<file path="config.mk">
export PLATFORM = sky130hd
export DESIGN_NAME = arbitro1_rr_flat
export DESIGN_NICKNAME = d
export VERILOG_FILES = /design/src/rtl/arbitro_pkg.sv /design/src/rtl/arbitro1_rr_if.sv /design/src/rtl/rr_grant.sv /design/src/rtl/arbitro1_rr.sv /design/src/flat_wrapper.sv
export SDC_FILE = /design/constraint.sdc
export NUM_CORES = 1
export LEC_CHECK = 0
export CAP_MARGIN = 20
export CELL_PAD_IN_SITES_DETAIL_PLACEMENT = 2
export CELL_PAD_IN_SITES_GLOBAL_PLACEMENT = 2
export CORE_MARGIN = 5
export CORE_UTILIZATION = 19
export CTS_CLUSTER_SIZE = 14
export DETAILED_ROUTE_END_ITERATION = 12
export PLACE_DENSITY_LB_ADDON = 0.3
export SLEW_MARGIN = 25
export SYNTH_ARGS = -nofsm -noshare
export SYNTH_HDL_FRONTEND = slang
export SYNTH_HIERARCHICAL = 1
export SYNTH_SLANG_ARGS = --single-unit
</file>
<file path="constraint.sdc">
create_clock -name clk -period 2.1 [get_ports clk]
set_input_delay 0.63 -clock clk [delete_from_list [all_inputs] [get_ports clk]]
set_output_delay 0.63 -clock clk [all_outputs]
set_load 0.02 [all_outputs]
</file>
<file path="src/rtl/arbitro_pkg.sv">
// Shared definitions for the two-stage arbiter chain (arbitro1_rr feeding arbitro2).
// Word layout: destination field in the top two bits, the rest is opaque payload.
package arbitro_pkg;

    localparam int WIDTH    = 12;
    localparam int N        = 4;
    localparam int DEST_MSB = 11;
    localparam int DEST_LSB = 10;

    typedef logic [WIDTH-1:0] word_t;

    typedef enum logic [1:0] {
        ST_RESET  = 2'd0,
        ST_IDLE   = 2'd1,
        ST_ACTIVE = 2'd2
    } state_t;

endpackage

</file>
<file path="src/rtl/arbitro1_rr_if.sv">
// Bundle between the four per-class input FIFOs, the arbiter and the shared downstream FIFO.
// master = arbiter side, slave = FIFO/environment side.
interface arbitro1_rr_if;
  import arbitro_pkg::*;

  logic [N-1:0] empty;
  word_t        fifo_in0;
  word_t        fifo_in1;
  word_t        fifo_in2;
  word_t        fifo_in3;
  logic         almost_full;
  logic [N-1:0] pop;
  logic         push;
  word_t        fifo_out;
  logic         idle;

  modport master (
    input  empty, fifo_in0, fifo_in1, fifo_in2, fifo_in3, almost_full,
    output pop, push, fifo_out, idle
  );

  modport slave (
    output empty, fifo_in0, fifo_in1, fifo_in2, fifo_in3, almost_full,
    input  pop, push, fifo_out, idle
  );

endinterface

</file>
<file path="src/rtl/rr_grant.sv">
// Combinational round-robin picker: searches last+1, last+2, last+3, last+4 (mod 4).
// Zero latency; an all-zero req yields gnt_vld=0 and gnt=0.
module rr_grant (
  input  logic [3:0] req,
  input  logic [1:0] last,
  output logic [3:0] gnt,
  output logic [1:0] gnt_idx,
  output logic       gnt_vld
);

  logic [1:0] cand;

  always_comb begin
    gnt_vld = 1'b0;
    gnt_idx = last;
    cand    = last;
    for (int i = 1; i <= 4; i++) begin
      // offset 4 wraps to last itself, so the previous winner is considered last
      cand = last + 2'(i);
      if (!gnt_vld && req[cand]) begin
        gnt_vld = 1'b1;
        gnt_idx = cand;
      end
    end
    gnt = gnt_vld ? (4'b0001 << gnt_idx) : 4'b0000;
  end

endmodule

</file>
<file path="src/rtl/arbitro1_rr.sv">
// Round-robin drain of four input FIFOs into one shared FIFO; pop in N, data in N+1, push in N+2.
// almost_full blocks new pops the same cycle; the two in-flight words still push.
module arbitro1_rr
  import arbitro_pkg::*;
(
  input  logic          clk,
  input  logic          reset,
  arbitro1_rr_if.master bus
);

  state_t     state_q, state_d;
  logic [1:0] last_q;
  logic [1:0] sel_q;
  logic       vld_q;
  logic       push_q;
  word_t      out_q;
  word_t      sel_word;

  logic       run;
  logic [3:0] req;
  logic [3:0] gnt;
  logic [1:0] gnt_idx;
  logic       gnt_vld;

  assign run = (state_q != ST_RESET) && !bus.almost_full;
  assign req = ~bus.empty & {4{run}};

  rr_grant u_grant (
    .req     (req),
    .last    (last_q),
    .gnt     (gnt),
    .gnt_idx (gnt_idx),
    .gnt_vld (gnt_vld)
  );

  assign bus.pop = gnt;

  always_ff @(posedge clk or posedge reset) begin
    if (reset) state_q <= ST_RESET;
    else       state_q <= state_d;
  end

  always_comb begin
    state_d = state_q;
    case (state_q)
      ST_RESET:  state_d = ST_IDLE;
      ST_IDLE:   if (gnt_vld)  state_d = ST_ACTIVE;
      ST_ACTIVE: if (!gnt_vld) state_d = ST_IDLE;
      default:   state_d = ST_IDLE;
    endcase
  end

  // Read data of the FIFO popped last cycle is valid now
  always_comb begin
    sel_word = bus.fifo_in0;
    case (sel_q)
      2'd0:    sel_word = bus.fifo_in0;
      2'd1:    sel_word = bus.fifo_in1;
      2'd2:    sel_word = bus.fifo_in2;
      2'd3:    sel_word = bus.fifo_in3;
      default: sel_word = bus.fifo_in0;
    endcase
  end

  always_ff @(posedge clk or posedge reset) begin
    if (reset) begin
      last_q <= 2'd3;
      sel_q  <= 2'd0;
      vld_q  <= 1'b0;
      push_q <= 1'b0;
      out_q  <= '0;
    end else begin
      if (gnt_vld) last_q <= gnt_idx;
      sel_q  <= gnt_idx;
      vld_q  <= gnt_vld;
      push_q <= vld_q;
      if (vld_q) out_q <= sel_word;
    end
  end

  assign bus.push     = push_q;
  assign bus.fifo_out = out_q;
  // RESET counts as idle so the output reads 1 while reset is held
  assign bus.idle     = (state_q != ST_ACTIVE) & ~vld_q & ~push_q;

endmodule

</file>
<file path="src/flat_wrapper.sv">
// flat-port wrapper written by rule: the top's interface ports become plain ports
module arbitro1_rr_flat import arbitro_pkg::*;
  (clk, reset, bus_empty, bus_fifo_in0, bus_fifo_in1, bus_fifo_in2, bus_fifo_in3, bus_almost_full, bus_pop, bus_push, bus_fifo_out, bus_idle);
  arbitro1_rr_if bus_i ();
  input  logic clk;
  input  logic reset;
  input wire logic [$bits(bus_i.empty)-1:0] bus_empty;
  input wire logic [$bits(bus_i.fifo_in0)-1:0] bus_fifo_in0;
  input wire logic [$bits(bus_i.fifo_in1)-1:0] bus_fifo_in1;
  input wire logic [$bits(bus_i.fifo_in2)-1:0] bus_fifo_in2;
  input wire logic [$bits(bus_i.fifo_in3)-1:0] bus_fifo_in3;
  input wire logic [$bits(bus_i.almost_full)-1:0] bus_almost_full;
  output wire logic [$bits(bus_i.pop)-1:0] bus_pop;
  output wire logic [$bits(bus_i.push)-1:0] bus_push;
  output wire logic [$bits(bus_i.fifo_out)-1:0] bus_fifo_out;
  output wire logic [$bits(bus_i.idle)-1:0] bus_idle;
  assign bus_i.empty = bus_empty;
  assign bus_i.fifo_in0 = bus_fifo_in0;
  assign bus_i.fifo_in1 = bus_fifo_in1;
  assign bus_i.fifo_in2 = bus_fifo_in2;
  assign bus_i.fifo_in3 = bus_fifo_in3;
  assign bus_i.almost_full = bus_almost_full;
  assign bus_pop = bus_i.pop;
  assign bus_push = bus_i.push;
  assign bus_fifo_out = bus_i.fifo_out;
  assign bus_idle = bus_i.idle;
  arbitro1_rr u_core (.clk(clk), .reset(reset), .bus(bus_i));
endmodule
</file>
==> summary.md, run 1 <==
| Metric | Value |
|---|---|
| Status | `finished, violations left` |
| Violations in the final reports | `setup timing` |
| Primary FF master, synth | `sky130_fd_sc_hd__dfrtp_1` |
| Global-route usage over all layers | `12.1%` |
| Final sum of negative setup slack | `-1.01 ns` |
| Worst min-delay path startpoint | `u_core/bus.fifo_out[4]$_DFFE_PP0P_` |
| Initial Util | `19.2%` |
| I/O Pins | `73` |
| Count of flip-flops with a built-in enable after synthesis | `0` |
| P_int | `0.00169 W` |
| Post-route minimum period | `2.39 ns` |
| Maximum number of pins on one net before global-route repair | `25` |
| Proportion of layout cells with a drive suffix above 1 | `~27%` |
| Distinct cell type count after synthesis | `33` |
| Achievable clock frequency | `between 400 and 500 MHz` |
| Net switching power | `0.00113 W` |
| Largest voltage drop on the vdd net | `0.000344 V` |
| Logic depth of the worst register-to-register path | `10` |
| First-pass GRT wire length | `8160 um` |
| Netlist area before placement | `around 0.0013 mm^2` |
| Synth Instances | `approximately 120` |
| Portion of the clock cycle consumed by the worst path in the final layout | `114%` |
| Number of synthesis warnings | `6` |
| Net count after synthesis | `176` |
| CP Capture Type | `output port` |
| Die width | `around 92 um` |
| Bufs on Longest Clock Path | `2` |
| Slew of the pin with the lowest slew margin | `0.528 ns` |
| Level count of the clock H-tree | `1` |
| Worst-path fanout max | `5` |
| Hold path depth | `2` |
| Data arrival time of the worst path | `1.76 ns` |
| Clock buffers created by TritonCTS | `3` |
| CTS sink cnt | `20` |
| Total leakage power | `1.03 nW` |
| Die span in y | `92.1 um` |
| Slew Limit Headroom | `between 60% and 70%` |
| Count of fill cells added during filler insertion | `746` |
| Switching share of power | `40.0%` |
| TritonCTS clock tree | `built` |
| Launching element of the worst setup path | `bus_almost_full` |
| Clock transition at the registers of the reported paths | `0.08 ns` |
| Required time worst endpoint | `roughly 1.5 ns` |
| Pre-CTS WS | `-1.16 ns` |
| Net count, final | `275` |
| Full die area | `~0.0085 mm^2` |
| Remaining design rule violation count | `0` |
| Total number of vias | `around 1400` |
| Seq pwr share | `a little over a quarter` |
| # rows | `30` |
| Worst setup path category | `input pin to output port` |
| Area of the core | `around 0.0067 mm^2` |
| Max-cap check violation count | `0` |
| Post-synth ARST share | `100%` |
| Min-Delay Path Class | `flop to flop` |
| Power Density | `1180 mW/mm^2` |
| Share of power burned in the clock network | `10.4%` |
| Launch instance of the worst register-to-register path | `u_core/state_q[1]$_DFFE_PP0P_` |
| Number of antenna violations at the first check in global routing | `0` |
| Routed wire per std cell | `17.2 um` |
| Number of synthesized register bits | `20` |
| Clock latency reported for the late side of the worst-skew pair | `0.26 ns` |
| Crit path launch type | `input pin` |
| Clock root cell | `sky130_fd_sc_hd__clkbuf_8` |
| RSZ-0062 raised after global routing | `yes` |
| Average cell area after synthesis | `10.6 um^2` |
| Hold buffers post-CTS | `0` |
| Number of port buffers | `72` |
| Total wire length after detailed routing | `5130 um` |
| Final number of hold-violating endpoints | `0` |
| Post-layout worst setup margin | `-0.294 ns` |
| Remaining global-route overflow | `0` |
| R2R Setup Slk | `around 0.12 ns` |
| Length of the first detailed-routing pass in iterations | `4` |
| Area overhead of the layout relative to synthesis | `87.2%` |
| Final Setup Violations | `4` |
| Placed wire-length estimate | `4010 um` |
| Register area share after synthesis | `39.3%` |
| Number of pins exceeding their max-slew limit in the final report | `0` |
| Number of nets with antenna violations after detailed routing | `0` |
| Number of diodes added for antenna fixing | `0` |
| Final RePlAce weighted congestion | `between 0.7 and 0.8` |
| Comb pwr share | `63.6%` |
| Worst clock skew | `0.00395 ns` |
| Vias per inst | `4.57` |
| Starting DRC count in detailed routing | `27` |
| Vias in the first global route | `1614` |
logic make-up after synthesis:
kind of cell,Yosys count,synth area share [%]
XOR/XNOR,1,0.684
multiplexers,26,20.5
flip-flops,20,39.3
buffers and inverters,12,7.42
AO/OA/AOI/OAI,30,18.6
AND/OR/NAND/NOR,32,13.6
sequential cells by signal (all words and copies together), names as in the netlist:
register / count
u_core/bus.fifo_out: 12
u_core/last_q: 2
u_core/sel_q: 2
u_core/state_q: 2
u_core/bus.push: 1
u_core/vld_q: 1
power by group through the flow:
stage | sequential (W) | combinational [W] | clock, W
5_1_grt | 0.000764 | 0.00194 | 0.000325
3_3_place_gp | 0.000722 | 0.00164 | 0
6_report | 0.000733 | 0.00179 | 0.000294
4_1_cts | 0.000743 | 0.00177 | 0.000302
2_1_floorplan | 0.000866 | 0.000901 | 0
3_5_place_dp | 0.000745 | 0.00172 | 0
worst paths after layout:
check                                                endpoint
setup reg to reg                 u_core/last_q[0]$_DFFE_PP1P_
max in group asynchronous        u_core/last_q[0]$_DFFE_PP1P_
hold reg to reg            u_core/bus.fifo_out[4]$_DFFE_PP0P_
hold / removal             u_core/bus.fifo_out[4]$_DFFE_PP0P_
setup / recovery                                   bus_pop[1]
min in group asynchronous           u_core/bus.push$_DFF_PP0_
cell usage in the layout, fill, tap and decap left out, drive strengths merged, types with 2 or more instances in the layout:
master | synthesis | routed
nand2b | 14 | 14
o221ai | 12 | 12
dfrtp | 18 | 18
dfstp | 2 | 2
clkdlybuf4s50 | 0 | 62
nor2 | 8 | 8
and2 | 2 | 2
nor2b | 2 | 2
inv | 4 | 4
mux2 | 2 | 2
mux2i | 24 | 24
o21bai | 3 | 3
nand2 | 4 | 4
buf | 5 | 35
o22ai | 2 | 2
dlygate4sd2 | 0 | 5
o21ai | 3 | 3
a21oi | 3 | 3
clkbuf | 3 | 4
through the flow:
step	instances	total power (W)	utilization [%]	area (um^2)	hold WS, ns
after global routing	299	0.00303	35.9	2400	0.533
after CTS	295	0.00281	34.9	2330	0.512
after global placement	286	0.00236	33.0	2210	0.478
after detailed placement	286	0.00246	33.0	2210	0.495
after floorplan	121	0.00177	-	1310	0.427
final	299	0.00282	35.9	2400	0.502
worst max-delay path, cell delays in order:
cell and delay [ns]:
sky130_fd_sc_hd__buf_6 0.09, sky130_fd_sc_hd__o21bai_4 0.19, sky130_fd_sc_hd__buf_6 0.14, sky130_fd_sc_hd__nor2_4 0.16
sky130_fd_sc_hd__a2bb2oi_2 0.18, sky130_fd_sc_hd__o22ai_2 0.09, sky130_fd_sc_hd__and2_4 0.16, sky130_fd_sc_hd__buf_6 0.12
final cells by class:
cell class	instances	area (um^2)	share of cell area (%)
timing repair buffer	102	958	40.0
multi-input combinational	89	762	31.8
sequential	20	503	21.0
tap	80	100	4.17
clock buffer	4	55.1	2.30
inverter	4	20.0	0.835
per-layer routing:
metal / vias to the layer above / track usage (%) / part of all wire, %
li1: 638 / - / -
met4: 0 / 4.70 / 2.4
met5: - / 0 / 0
met1: 662 / 12.9 / 38
met3: 10 / 3.77 / 6.8
met2: 57 / 22.2 / 53
timing repair:
item	4_1_cts	5_1_grt
endpoints found under the hold margin	0	0
pin swaps	9	9
setup buffers	5	4
setup endpoints to repair	9	4
resized for setup	38	13
Yosys cell counts (all sizes together), types with 3 or more instances:
library cell	instances	area, um^2
o21bai	3	22.5
buf	5	67.6
nor2	8	30.0
dfrtp	18	450
a21oi	3	15.0
o21ai	3	15.0
inv	4	15.0
clkbuf	3	12.5
nand2b	14	90.1
nand2	4	15.0
o221ai	12	105
mux2i	24	240
No activity file was read; power rests on OpenSTA's default activity.
==> run 2, diff against run 1 <==
--- a/config.mk
+++ b/config.mk
@@ -12,6 +12,7 @@
 export CORE_UTILIZATION = 19
 export CTS_CLUSTER_SIZE = 14
 export DETAILED_ROUTE_END_ITERATION = 12
+export MAX_ROUTING_LAYER = met4
 export PLACE_DENSITY_LB_ADDON = 0.3
 export SLEW_MARGIN = 25
 export SYNTH_ARGS = -nofsm -noshare
==> run 2 against run 1 <==
  * The run still ends with setup timing left
  * Sequential power barely moved
  * Non-clock buffer count did not move
  * Maximum frequency rose by 0.26%
  * Critical endpoint unchanged
  * Highest routed layer unchanged
  * Sequential share of layout area did not move
  * Core utilization did not move
  * Wire length rose by 1.1%
  * Combinational power barely moved
  * Clock power fell by 1%
  * Register-to-register slack barely moved
==> summary.md, run 2 (synthesis gave the netlist of run 1 again) <==
| Metric | Value |
|---|---|
| Clock latency reported for the late side of the worst-skew pair | `0.26 ns` |
| Worst-path fanout max | `5` |
| Dpl cell area | `0.00221 mm^2` |
| Global-route usage over all layers | `12.4%` |
| Number of nets with antenna violations after detailed routing | `0` |
| Worst path max stage delay | `0.19 ns` |
| Clock buffers created by TritonCTS | `3` |
| Initial Util | `19.2%` |
| Max-cap check violation count | `0` |
| Min-Delay Path Class | `flop to flop` |
| CP dominant cell by count | `sky130_fd_sc_hd__buf_6` |
| Total wire length after detailed routing | `5190 um` |
| Status | `finished, violations left` |
| Portion of the clock cycle consumed by the worst path in the final layout | `114%` |
| P_int | `0.00169 W` |
| Flip-flop count of the largest register after layout | `12` |
| Worst clock skew | `roughly 0.0015 ns` |
| Slew of the pin with the lowest slew margin | `0.524 ns` |
| Proportion of layout cells with a drive suffix above 1 | `between 20% and 30%` |
| Final RePlAce weighted congestion | `0.790` |
| Vias in the first global route | `around 1600` |
| I/O Pins | `73` |
| Post-layout worst setup margin | `-0.288 ns` |
| Bufs on Longest Clock Path | `2` |
| Number of pins exceeding their max-slew limit in the final report | `0` |
| # rows | `30` |
| Most common library cell in the layout ignoring fill and taps | `sky130_fd_sc_hd__clkdlybuf4s50_1` |
| Starting DRC count in detailed routing | `30` |
| Placed wire-length estimate | `4010 um` |
| Violations in the final reports | `setup timing` |
| Area overhead of the layout relative to synthesis | `87.2%` |
| Die width | `92.1 um` |
| Clock transition at the registers of the reported paths | `0.07 ns` |
| Launch instance of the worst register-to-register path | `u_core/state_q[1]$_DFFE_PP0P_` |
| Data arrival time of the worst path | `1.76 ns` |
| Full die area | `0.00849 mm^2` |
| Required time worst endpoint | `1.47 ns` |
| Final number of hold-violating endpoints | `0` |
| Largest voltage drop on the vdd net | `0.000341 V` |
| Vias per inst | `4.59` |
| Final sum of negative setup slack | `-1.00 ns` |
| Pre-CTS WS | `-1.16 ns` |
| Die span in y | `92.1 um` |
| Maximum number of pins on one net before global-route repair | `25` |
| Count of fill cells added during filler insertion | `roughly 750` |
| Total leakage power | `a little over 1 nW` |
| Hold slack final | `0.501 ns` |
| Launching element of the worst setup path | `bus_almost_full` |
| CTS sink cnt | `20` |
| Layout Cell Area excl Fill | `0.00240 mm^2` |
| Hold buffers post-CTS | `0` |
| RSZ-0062 raised after global routing | `yes` |
| Leading cell types in the layout, fill and taps excluded | `sky130_fd_sc_hd__clkdlybuf4s50_1, sky130_fd_sc_hd__buf_4, sky130_fd_sc_hd__mux2i_1` |
| Critical-path cell list | `buf_6 -> o21bai_4 -> buf_6 -> nor2_4 -> a2bb2oi_2 -> o22ai_2 -> and2_4 -> buf_6` |
| Number of antenna violations at the first check in global routing | `0` |
| Share of power burned in the clock network | `10.3%` |
| Worst min-delay path startpoint | `u_core/bus.fifo_out[4]$_DFFE_PP0P_` |
| Number of diodes added for antenna fixing | `0` |
| Remaining global-route overflow | `0` |
| Comb pwr share | `63.7%` |
| Net switching power | `~0.0011 W` |
| Routed wire per std cell | `17.3 um` |
| Area of the core | `approximately 0.0067 mm^2` |
| Remaining design rule violation count | `0` |
| Clock root cell | `sky130_fd_sc_hd__clkbuf_8` |
| CP Capture Type | `output port` |
| Post-route minimum period | `between 2 and 2.5 ns` |
| Number of port buffers | `72` |
| First-pass GRT wire length | `about 8200 um` |
| TritonCTS clock tree | `built` |
| Length of the first detailed-routing pass in iterations | `5` |
| Slowest cell on crit path | `sky130_fd_sc_hd__o21bai_4` |
| Power Density | `1170 mW/mm^2` |
| Crit path launch type | `input pin` |
| Slew Limit Headroom | `65.0%` |
| Level count of the clock H-tree | `1` |
| Total number of vias | `1371` |
| Final Setup Violations | `4` |
| Seq pwr share | `26.0%` |
| Share of the core filled with cells in the final layout | `between 30% and 40%` |
| Switching share of power | `40.0%` |
| Achievable clock frequency | `~420 MHz` |
| Net count, final | `275` |
| Worst setup path category | `input pin to output port` |
-- run 2: cell counts in the layout (fill, tap and decap cells not counted) --
No cell type changed its count.
-- run 2: timing repair --
item	CTS	global route
resized for setup	38	13
hold endpoints to repair	0	0
pin swaps	9	9
buffers inserted	5	4
setup endpoints to repair	9	4
-- run 2: routing by layer --
layer / wire length [um] / global-route usage [%] / share of wire [%] / vias up
met2: 2710 / 22.3 / 52 / 57
met5: 0 / - / 0 / -
li1: - / - / - / 637
met1: 1960 / 12.7 / 38 / 663
met4: 178 / 4.70 / 3.4 / 0
met3: 340 / 3.69 / 6.6 / 14
-- run 2: final cells by class --
type / instances / area (um^2) / share of cell area (%)
timing repair buffer: 102 / 958 / 40.0
multi-input combinational: 89 / 762 / 31.8
sequential: 20 / 503 / 21.0
tap: 80 / 100 / 4.17
clock buffer: 4 / 55.1 / 2.30
inverter: 4 / 20.0 / 0.835
-- run 2: power by group through the flow --
stage                     Sequential, W  Clock, W  Combinational (W)
final                          0.000733  0.000290            0.00179
after global routing           0.000764  0.000323            0.00194
after CTS                      0.000743  0.000302            0.00177
after detailed placement       0.000745         0            0.00172
after global placement         0.000722         0            0.00164
after floorplan                0.000866         0           0.000901
-- run 2: per-stage QoR --
stage          std cells  total power, W
2_1_floorplan        121         0.00177
3_3_place_gp         286         0.00236
3_5_place_dp         286         0.00246
4_1_cts              295         0.00281
5_1_grt              299         0.00303
6_report             299         0.00282
-- run 2: path summary, 6_finish.rpt --
| kind | end | slack, ns | cells past startpoint |
|---|---|---|---|
| worst min-delay path | u_core/bus.fifo_out[4]$_DFFE_PP0P_ | 0.50 | 2 |
| max in group asynchronous | u_core/last_q[0]$_DFFE_PP1P_ | 1.14 | 3 |
| worst min register to register | u_core/bus.fifo_out[4]$_DFFE_PP0P_ | 0.50 | 2 |
| worst max register to register | u_core/last_q[0]$_DFFE_PP1P_ | 0.12 | 10 |
| worst max-delay path | bus_pop[1] | -0.29 | 8 |
| min in group asynchronous | u_core/bus.push$_DFF_PP0_ | 0.69 | 3 |
-- run 2: worst max-delay path, delay by kind of cell --
family | cells | cell delay, ns
buf+inv | 3 | 0.35
simple gates | 2 | 0.32
compound gates | 3 | 0.45
==> run 3, diff against run 2 <==
--- a/config.mk
+++ b/config.mk
@@ -8,6 +8,7 @@
 export CAP_MARGIN = 20
 export CELL_PAD_IN_SITES_DETAIL_PLACEMENT = 2
 export CELL_PAD_IN_SITES_GLOBAL_PLACEMENT = 2
+export CORE_ASPECT_RATIO = 0.7
 export CORE_MARGIN = 5
 export CORE_UTILIZATION = 19
 export CTS_CLUSTER_SIZE = 14
==> run 3 against run 2 <==
  * The flow still finishes with violations (setup timing)
  * Final cell count is 2.7% higher
  * Worst setup slack better by 0.058 ns
  * Via count is 5.4% lower
  * Clock skew hardly changed
  * Non-clock buffer count is 6 lower
  * Combinational power hardly changed
  * Sequential power is 4.0% higher
  * Critical path depth stayed put
  * First-iteration DRC count is 53% lower
  * Die area is 0.32% higher
  * Core utilization is 0.37 points lower
  * Largest power group unchanged
==> summary.md, run 3 (synthesis gave the netlist of run 1 again) <==
| Metric | Value |
|---|---|
| Routed wire per std cell | `16.3 um` |
| Crit path launch type | `input pin` |
| RSZ-0062 raised after global routing | `yes` |
| Required time worst endpoint | `1.47 ns` |
| Number of nets with antenna violations after detailed routing | `0` |
| Violations in the final reports | `setup timing` |
| TritonCTS clock tree | `built` |
| Number of antenna violations at the first check in global routing | `0` |
| Most common library cell in the layout ignoring fill and taps | `sky130_fd_sc_hd__clkdlybuf4s50_1` |
| Hold Path End | `u_core/bus.fifo_out[3]$_DFFE_PP0P_` |
| Hold path depth | `2` |
| Share of the core filled with cells in the final layout | `35.5%` |
| Number of pins exceeding their max-slew limit in the final report | `0` |
| Final RePlAce weighted congestion | `approximately 0.83` |
| Min-Delay Path Class | `flop to flop` |
| Level count of the clock H-tree | `1` |
| Post-layout worst setup margin | `-0.229 ns` |
| Leading cell types in the layout, fill and taps excluded | `sky130_fd_sc_hd__clkdlybuf4s50_1, sky130_fd_sc_hd__mux2i_1, sky130_fd_sc_hd__buf_4` |
| CTS sink cnt | `20` |
| Total wire length after detailed routing | `5000 um` |
| Die width | `108 um` |
| Number of port buffers | `72` |
| Maximum number of pins on one net before global-route repair | `21` |
| Length of the first detailed-routing pass in iterations | `2` |
| Global-route usage over all layers | `approximately 12%` |
| Full die area | `~0.0085 mm^2` |
| Area overhead of the layout relative to synthesis | `84.8%` |
| Remaining design rule violation count | `0` |
| Layout Cell Area excl Fill | `between 0.002 and 0.0025 mm^2` |
| Slew Limit Headroom | `between 60% and 70%` |
| Vias in the first global route | `about 1500` |
| Final Setup Violations | `4` |
| Number of diodes added for antenna fixing | `0` |
| Area of the core | `between 0.006 and 0.007 mm^2` |
| Worst setup path category | `input pin to output port` |
| Data arrival time of the worst path | `1.70 ns` |
| Portion of the clock cycle consumed by the worst path in the final layout | `111%` |
| Largest voltage drop on the vdd net | `between 0.0004 and 0.0005 V` |
| Remaining global-route overflow | `0` |
| Final instance count without filler cells | `between 300 and 400` |
| Worst-path fanout max | `4` |
| Clock root cell | `sky130_fd_sc_hd__clkbuf_8` |
| Status | `finished, violations left` |
| Logic depth of the worst register-to-register path | `9` |
| Clock latency reported for the late side of the worst-skew pair | `0.26 ns` |
| Final sum of negative setup slack | `-0.861 ns` |
| # rows | `25` |
| Worst clock skew | `between 0.0015 and 0.002 ns` |
| Worst r2r dst | `u_core/last_q[0]$_DFFE_PP1P_` |
| Vias per inst | `4.22` |
| R2R Setup Slk | `~0.33 ns` |
| I/O Pins | `73` |
| Clock transition at the registers of the reported paths | `roughly 0.08 ns` |
| Number of instances in the placed design | `300` |
| Clock buffers created by TritonCTS | `3` |
| Max-cap check violation count | `0` |
| Starting DRC count in detailed routing | `14` |
| CP Capture Type | `output port` |
| Total number of vias | `1297` |
| Slew of the pin with the lowest slew margin | `0.536 ns` |
| Proportion of layout cells with a drive suffix above 1 | `25.8%` |
| Achievable clock frequency | `429 MHz` |
| Initial Util | `19.2%` |
| First-pass GRT wire length | `8050 um` |
| Final number of hold-violating endpoints | `0` |
| Hold buffers post-CTS | `0` |
| Launch instance of the worst register-to-register path | `u_core/state_q[0]$_DFFE_PP0P_` |
| Die span in y | `78.7 um` |
| Post-route minimum period | `between 2 and 2.5 ns` |
| Worst min-delay path startpoint | `u_core/bus.fifo_out[3]$_DFFE_PP0P_` |
| Hold slack final | `approximately 0.51 ns` |
| Flip-flop count of the largest register after layout | `12` |
| Bufs on Longest Clock Path | `2` |
| Dpl cell area | `0.00224 mm^2` |
| Total leakage power | `~1 nW` |
| Power Density | `1190 mW/mm^2` |
| Net count, final | `269` |
| Placed wire-length estimate | `4110 um` |
| Count of fill cells added during filler insertion | `726` |
-- run 3: cell count changes in the layout (fill, tap and decap cells not counted), sizes merged --
cell | previous run | this run
buf | 35 | 30
dlygate4sd2 | 5 | 4
-- run 3: final cells by class --
| type | count | area (um^2) | area share [%] |
|---|---|---|---|
| inverters | 4 | 15.0 | 0.634 |
| well taps | 94 | 118 | 4.97 |
| flip-flops and latches | 20 | 503 | 21.2 |
| multi-input cells | 89 | 769 | 32.5 |
| repair buffers | 96 | 907 | 38.3 |
| clock buffers | 4 | 55.1 | 2.33 |
-- run 3: what timing repair did --
action	4_1_cts	5_1_grt
gates resized for setup	46	4
endpoints found under the setup margin	9	4
setup buffers	2	2
pin swaps	9	5
-- run 3: worst max path at each step --
| stage | from | cells after the start | end | slack [ns] |
|---|---|---|---|---|
| floorplan | bus_almost_full | 6 | bus_pop[1] | -0.005 |
| global placement | bus_almost_full | 8 | bus_pop[3] | -1.01 |
| detailed placement | bus_almost_full | 8 | bus_pop[1] | -1.12 |
| CTS | bus_almost_full | 8 | bus_pop[1] | -0.26 |
| global route | bus_almost_full | 8 | bus_pop[3] | -0.30 |
| finish | bus_almost_full | 8 | bus_pop[1] | -0.23 |
-- run 3: worst max-delay path, stage by stage --
cell and delay, ns:
sky130_fd_sc_hd__buf_6 0.09, sky130_fd_sc_hd__o21bai_4 0.17, sky130_fd_sc_hd__buf_6 0.14, sky130_fd_sc_hd__nor2_4 0.14, sky130_fd_sc_hd__a2bb2oi_2 0.17, sky130_fd_sc_hd__o22ai_2 0.09
sky130_fd_sc_hd__and2_4 0.14, sky130_fd_sc_hd__buf_6 0.12
-- run 3: per-layer routing --
metal  part of all wire (%)  track usage (%)  routed length, um  up-vias
li1                       -                -                  -      631
met1                     42             14.0               2100      638
met2                     54             22.9               2680       26
met3                    3.7             2.44                183        2
met4                   0.68             2.27                 34        0
met5                      0                -                  0        -
-- run 3: metrics by stage --
| stage | setup slack, ns | power, W |
|---|---|---|
| 4_1_cts | -0.258 | 0.00285 |
| 2_1_floorplan | -0.00548 | 0.00177 |
| 3_5_place_dp | -1.12 | 0.00248 |
| 6_report | -0.229 | 0.00283 |
| 5_1_grt | -0.300 | 0.00302 |
| 3_3_place_gp | -1.01 | 0.00240 |
-- run 3: where the power goes --
part	internal [W]	switching (W)	total, W
Clock	0.000167	0.000131	0.000298
Combinational	0.000935	0.000829	0.00176
Sequential	0.000591	0.000171	0.000762
